### config.mk
export PLATFORM = sky130hd
export DESIGN_NAME = muldiv_unit
export DESIGN_NICKNAME = d
export VERILOG_FILES = /design/src/rtl/muldiv_unit.sv
export SDC_FILE = /design/constraint.sdc
export NUM_CORES = 1
export LEC_CHECK = 0
export BUFFER_PORTS_ARGS = -buffer_cell sky130_fd_sc_hd__buf_4
export CAP_MARGIN = 20
export CORE_UTILIZATION = 60
export DETAILED_ROUTE_END_ITERATION = 8
export PLACE_DENSITY = 0.8
export SETUP_SLACK_MARGIN = 0.4
export SLEW_MARGIN = 20
export SYNTH_ARGS = -nofsm -noshare
export SYNTH_HDL_FRONTEND = slang
export SYNTH_SLANG_ARGS = --single-unit
export TNS_END_PERCENT = 20
### constraint.sdc
create_clock -name clk -period 6.5 [get_ports clk]
set_clock_uncertainty 0.1 [all_clocks]
set_input_delay 0.325 -clock clk [delete_from_list [all_inputs] [get_ports clk]]
set_output_delay 0.325 -clock clk [all_outputs]
set_load 0.005 [all_outputs]
### src/rtl/muldiv_unit.sv
// Iterative radix-2 multiply/divide unit holding the HI/LO result registers.
// Optional feature: define MULDIV_DZ_EN to add the divZero status output.
module muldiv_unit #(
  parameter int WIDTH = 32
) (
  input  logic             clk,
  input  logic             reset,
  input  logic             start,
  input  logic [1:0]       op,
  input  logic [WIDTH-1:0] busA,
  input  logic [WIDTH-1:0] busB,
  input  logic             hiWr,
  input  logic             loWr,
  output logic [WIDTH-1:0] hi,
  output logic [WIDTH-1:0] lo,
  output logic             busy,
`ifdef MULDIV_DZ_EN
  output logic             divZero,
`endif
  output logic             done
);

  localparam int CW = (WIDTH > 1) ? $clog2(WIDTH) : 1;

  typedef enum logic [1:0] {IDLE, RUN, FIX, DONE} state_t;

  state_t               state_q, state_d;
  logic [CW-1:0]        cnt_q, cnt_d;
  logic [2*WIDTH-1:0]   acc_q, acc_d;
  logic [WIDTH-1:0]     opnd_q, opnd_d;
  logic                 divOp_q, divOp_d;
  logic                 negRes_q, negRes_d;
  logic                 negRem_q, negRem_d;
  logic                 zeroB_q, zeroB_d;
  logic [WIDTH-1:0]     hi_q, hi_d;
  logic [WIDTH-1:0]     lo_q, lo_d;

  // Operand conditioning at the start edge: magnitudes plus result signs.
  logic             isSigned, negA, negB;
  logic [WIDTH-1:0] magA, magB;

  assign isSigned = ~op[0];
  assign negA     = isSigned & busA[WIDTH-1];
  assign negB     = isSigned & busB[WIDTH-1];
  assign magA     = negA ? -busA : busA;
  assign magB     = negB ? -busB : busB;

  // Multiply step: add multiplicand on LSB, shift the accumulator right.
  logic [WIDTH:0]     mulSum;
  logic [2*WIDTH-1:0] mulNext;

  assign mulSum  = {1'b0, acc_q[2*WIDTH-1:WIDTH]} + {1'b0, opnd_q};
  assign mulNext = acc_q[0] ? {mulSum, acc_q[WIDTH-1:1]} : {1'b0, acc_q[2*WIDTH-1:1]};

  // Restoring divide step: accumulator is {remainder, dividend/quotient}.
  logic [2*WIDTH:0]   shifted;
  logic [WIDTH+1:0]   diff;
  logic [2*WIDTH-1:0] divNext;

  assign shifted = {acc_q, 1'b0};
  assign diff    = {1'b0, shifted[2*WIDTH:WIDTH]} - {2'b00, opnd_q};
  assign divNext = diff[WIDTH+1] ? shifted[2*WIDTH-1:0]
                                 : {diff[WIDTH-1:0], shifted[WIDTH-1:1], 1'b1};

  logic [2*WIDTH-1:0] prodFix;
  logic [WIDTH-1:0]   quotFix, remFix;

  assign prodFix = negRes_q ? -acc_q : acc_q;
  assign quotFix = zeroB_q ? '1 : (negRes_q ? -acc_q[WIDTH-1:0] : acc_q[WIDTH-1:0]);
  assign remFix  = negRem_q ? -acc_q[2*WIDTH-1:WIDTH] : acc_q[2*WIDTH-1:WIDTH];

  always_comb begin
    state_d  = state_q;
    cnt_d    = cnt_q;
    acc_d    = acc_q;
    opnd_d   = opnd_q;
    divOp_d  = divOp_q;
    negRes_d = negRes_q;
    negRem_d = negRem_q;
    zeroB_d  = zeroB_q;
    hi_d     = hi_q;
    lo_d     = lo_q;
    unique case (state_q)
      IDLE: begin
        if (start) begin
          state_d  = RUN;
          cnt_d    = '0;
          divOp_d  = op[1];
          negRes_d = negA ^ negB;
          negRem_d = negA;
          zeroB_d  = (busB == '0);
          acc_d    = {{WIDTH{1'b0}}, (op[1] ? magA : magB)};
          opnd_d   = op[1] ? magB : magA;
        end else begin
          if (hiWr) hi_d = busA;
          if (loWr) lo_d = busA;
        end
      end
      RUN: begin
        acc_d = divOp_q ? divNext : mulNext;
        cnt_d = cnt_q + 1'b1;
        if (cnt_q == CW'(WIDTH-1)) state_d = FIX;
      end
      FIX: begin
        state_d = DONE;
        if (divOp_q) begin
          hi_d = remFix;
          lo_d = quotFix;
        end else begin
          hi_d = prodFix[2*WIDTH-1:WIDTH];
          lo_d = prodFix[WIDTH-1:0];
        end
      end
      DONE: state_d = IDLE;
      default: state_d = IDLE;
    endcase
  end

  always_ff @(posedge clk) begin
    if (!reset) begin
      state_q  <= IDLE;
      cnt_q    <= '0;
      acc_q    <= '0;
      opnd_q   <= '0;
      divOp_q  <= 1'b0;
      negRes_q <= 1'b0;
      negRem_q <= 1'b0;
      zeroB_q  <= 1'b0;
      hi_q     <= '0;
      lo_q     <= '0;
    end else begin
      state_q  <= state_d;
      cnt_q    <= cnt_d;
      acc_q    <= acc_d;
      opnd_q   <= opnd_d;
      divOp_q  <= divOp_d;
      negRes_q <= negRes_d;
      negRem_q <= negRem_d;
      zeroB_q  <= zeroB_d;
      hi_q     <= hi_d;
      lo_q     <= lo_d;
    end
  end

`ifdef MULDIV_DZ_EN
  logic dz_q;

  // Sticky until the next accepted start; updated as the result is written.
  always_ff @(posedge clk) begin
    if (!reset) begin
      dz_q <= 1'b0;
    end else if (state_q == IDLE && start) begin
      dz_q <= 1'b0;
    end else if (state_q == FIX) begin
      dz_q <= divOp_q & zeroB_q;
    end
  end

  assign divZero = dz_q;
`endif

  assign hi   = hi_q;
  assign lo   = lo_q;
  assign busy = (state_q != IDLE);
  assign done = (state_q == DONE);

endmodule
## Yosys cells after proc, flatten, opt, wreduce, memory -nomap -nowiden

Cells that the tools add are included.

| cells by class | value |
|---|---|
| add/subtract/negate cells | 8 |
| eq/ne operators | 9 |
| mux-type cells | 26 |
| bitwise logic cells | 4 |
| reduce and logical (&&, ||, !) cells | 10 |

Operators with widths:

| kind | count |
|---|---|
| $mux 32 | 13 |
| $mux 64 | 5 |
| $neg 32->32 | 4 |
| $pmux 32 s2 | 2 |
| $pmux 64 s2 | 1 |
| $neg 64->64 | 1 |
| $sub 33x32->34 | 1 |
| $add 32x32->33 | 1 |
| $logic_not 32->1 | 1 |
| $ne 2x2->1 const B | 5 |
| $pmux 5 s2 | 1 |
| $pmux 2 s4 | 1 |
| $reduce_and 2->1 | 3 |
| $reduce_and 3->1 | 2 |
| $reduce_bool 2->1 | 3 |
| $add 5x1->5 const B | 1 |
| $eq 5x5->1 const B | 1 |
| $mux 5 | 1 |
| $eq 2x2->1 const B | 2 |
| $mux 2 | 2 |
| $and 1x1->1 | 2 |
| $eq 2x1->1 const B | 1 |
| $logic_not 2->1 | 1 |
| $not 1->1 | 1 |
| $xor 1x1->1 | 1 |

| word-level totals | value |
|---|---|
| flip-flop bits (word level) | 171 |
| input bits | 71 |
| output and inout bits | 66 |
| word-level logic and storage cells | 67 |

## Logic depth before layout (Yosys ltp)

| depth | value |
|---|---|
| depth in word-level cells | 6 |
| mapped depth | 14 |
| gate-level depth less buffers | 13 |

## Worst setup path before layout

OpenSTA, ideal clock, no wires.

| path | value |
|---|---|
| path kind | register to register |
| start | register acc_q[8] |
| end | register hi_q[25], in the netlist hi[25] |
| setup time | 0.117 ns |
| arrival time | 3.252 ns |
| required time | 6.283 ns |
| setup slack | 3.030 ns |
| cell stages (with the launch flop) | 11 |
| path buffers | 2 |
| period minus slack after synthesis | 3.470 ns |
| cell sequence | dfxtp_1 -> buf_6 -> or4_4 -> or4b_1 -> or4_1 -> buf_2 -> or3_4 -> o32ai_4 -> nand3_2 -> o41a_1 -> a32o_1 |

| between the ends | value |
|---|---|
| word-level cells in the longest chain between the ends | 4 |

RTL lines:

| item | line | text |
|---|---|---|
| start: declaration | 29 | `logic [2*WIDTH-1:0] acc_q, acc_d;` |
| start signal: assignment | 123 | `acc_q <= '0;` |
| start signal: assignment | 134 | `acc_q <= acc_d;` |
| $neg 64->64 | 68 | `assign prodFix = negRes_q ? -acc_q : acc_q;` |
| $mux 64 | 68 |  |
| $mux 32 | 106 | `if (divOp_q) begin` |
| $pmux 32 s2 | 83 | `unique case (state_q)` |
| end signal: assignment | 140 | `hi_q <= hi_d;` |
| end: declaration | 35 | `logic [WIDTH-1:0] hi_q, hi_d;` |

Every way passes these cells.
A chain may end at the register's enable or synchronous reset.

## Worst setup path after layout

| path | value |
|---|---|
| start | register acc_q[41] |
| end | register acc_q[34] |

| between the ends | value |
|---|---|
| word-level cells in the longest chain between the ends | 4 |

RTL lines:

| item | line | text |
|---|---|---|
| $sub 33x32->34 | 61 | `assign diff = {1'b0, shifted[2*WIDTH:WIDTH]} - {2'b00, opnd_q};` |
| $mux 64 | 62 | `assign divNext = diff[WIDTH+1] ? shifted[2*WIDTH-1:0]` |
| $mux 64 | 100 | `acc_d = divOp_q ? divNext : mulNext;` |
| $pmux 64 s2 | 83 |  |

Every way passes these cells.

==> results.ini <==
[global_routing]
grt_max_degree = 92
grt_usage_pct = 42.7
grt_pass1_vias = 15100
antenna_found_initial = 1
overflow = 0
grt_pass1_wl_um = 85100

[timing]
post-route-period-util_pct = 60.8
worstMarginPinSlew_ns = 1.14
slew_violations = 0
maxSlewHeadroom_pct = 24.1
setup_viol = 0
fin_crit_ns = 3.95
fmax_mhz = 253
rsz0062_at_grt = no
final_hold_viol_count = 0
final.setup.worst_slack_ns = 2.55
setup_tns_ns = 0

[die]
die_h_um = 159
ios = 137
die_area_um2 = 25300
chipWidth_um = 159
coreArea_um2 = 24200
start_util_pct = 61.0
core.rowCount = 57

[critical_path]
critPathCapture = acc_q[34]
worstPathArrival_ns = 4.16
r2r_setup_slack_ns = 2.55
worst-r2r-cell-count = 11
reg2reg_to = acc_q[34]
r2r_start = acc_q[41]
crit_required_ns = 6.71
worstPathMaxFanout = 26
startpoint_type = register
end_kind = register
cp-startpoint = acc_q[41]
worst-setup-path-type = reg -> reg

[power]
peakVddDrop_v = 0.000245
power_leakage_nw = 6.62
p_per_area_nw_per_um2 = 371
finalPower_w = 0.00612

[yosys]
synth_area_leader_cell = dfxtp_1
syn_area_um2 = 14800
synthFlopType = dfxtp_1
synth_edf_count = 0
yosys_warnings = 0
ys_async_sr_fraction_pct = 0
seq_area_frac_synth_pct = 23.1
synth.distinct_cells = 78
synth_fp_nets = 2186
yosysTopAreaCellShare_pct = 23.1
netlist_top_cells_area = dfxtp_1 23%, a21oi_1 8.4%, ha_1 6.3%
synth_seq_cells = 171
synth_cells = 2039
synth.avg_cell_area_um2 = 7.25

[cts]
cts.repair.resized = 0
post-cts-setup-buffers = 0
clk_latency_ns = 0.46
cts_hold_buf = 0
cts_tree = done
htreeDepth = 4
root_buffer = clkbuf_16
clock_path_buffers = 2
clk_pin_slew_ns = 0.08
cts-buffers-inserted = 17
cts.sinks = 171

[layout]
syn_to_final_growth_pct = 11.5
fin_nets = 2217
final_cells = 2407
utilization_pct = 68.0
diodes = 0
drive_gt1_share_pct = 12.5
mostFrequentLayoutCells = 247 x a21oi_1, 209 x nand2_1, 171 x nor2_1
final_common_cell = a21oi_1

[routing]
routed_wire_length_per_instance_um = 22.9
drc = 0
drtIter0Drc = 2119
first_pass_iters = 6
final_antenna_net_count = 0
via_per_inst = 6.80
via_count = 16400
wl_um = 55100

[placement]
gp_congestion = 0.989
portBuffers = 136
place_hpwl_um = 40300
dp_cells = 2375
place_ws_ns = 2.61

[hold_path]
hp-class = in -> reg
worstHoldStart = busA[28]

[job]
drv_cap = 0

[status]
status = finished, final reports clean

[worst max-delay path, stage by stage (launching register included)]
cell and delay (ns):
dfxtp_1 0.63, ha_1 0.37, a21oi_1 0.27, o21ai_0 0.17, a21o_1 0.17, a31o_2 0.26
a31oi_1 0.53, o21a_1 0.45, buf_4 0.38, nor2_1 0.09, a21oi_1 0.24, o221ai_1 0.14
[state kept, by name, indices dropped and copies added (netlist names)]
register,cells
divOp_q,1
zeroB_q,1
cnt_q,5
negRes_q,1
negRem_q,1
acc_q,64
opnd_q,32
state_q,2
hi,32
lo,32
[cells in the mapped netlist, drive strengths merged, types with 12 or more instances]
cell type,number
a211oi,56
mux2,30
a31oi,25
a21oi,249
o31ai,29
nor2b,15
inv,67
o21a,12
o211ai,32
or3,19
clkbuf,139
nand2b,14
mux2i,31
a21o,30
nor4,20
ha,74
nand2,209
dfxtp,171
o221ai,34
o21ai,166
nand3,42
o41ai,16
xnor2,88
nor2,174
nor3,46
or4,15
xor2,77
buf,12
[worst min path at each step]
stage	end	slack (ns)	depth (start not counted)
detailed placement	lo[8]	0.35	2
global route	hi[28]	0.12	3
floorplan	lo[0]	0.35	2
CTS	hi[28]	0.09	3
finish	hi[28]	0.09	3
global placement	lo[31]	0.34	2
[report_power, final]
| group | leakage (nW) | internal (W) | switching (W) | total [W] |
|---|---|---|---|---|
| Combinational | 4.93 | 0.00127 | 0.00216 | 0.00343 |
| Sequential | 1.40 | 0.00129 | 0.000343 | 0.00164 |
| Clock | 0.293 | 0.000522 | 0.000539 | 0.00106 |
| Total | 6.62 | 0.00308 | 0.00304 | 0.00612 |
[routing by layer]
layer / GRT usage (%) / share of wire (%) / vias up
met2: 67.7 / 44 / 1027
met1: 53.6 / 38 / 7580
met3: 9.30 / 12 / 237
li1: - / - / 7526
met5: 0 / 0 / -
met4: 24.4 / 6.2 / 0
[layout make-up]
class / count / area (um2)
Clock buffer: 17 / 425
Clock inverter: 15 / 170
Sequential cell: 171 / 3420
Timing Repair Buffer: 163 / 1250
Inverter: 69 / 259
Tap cell: 324 / 405
Fill cell: 2153 / 7750
Multi-Input combinational cell: 1648 / 10600
[metrics by stage]
step | area (um2) | hold slack (ns)
2_1_floorplan | 14800 | 0.348
3_3_place_gp | 15900 | 0.340
3_5_place_dp | 15900 | 0.345
4_1_cts | 16500 | 0.0906
5_1_grt | 16500 | 0.118
6_report | 16500 | 0.0881
[cell families after synthesis]
logic type | count (synthesis) | synth area share (%)
buffers and inverters | 220 | 5.68
xor gates and xnor gates | 165 | 9.77
and+or+nand+nor | 610 | 19.1
muxes | 61 | 4.38
DFF | 171 | 23.1
AOI/OAI and AO/OA | 736 | 31.4
adders and majority gates | 76 | 6.53
Power figures use the tool's default switching activity.
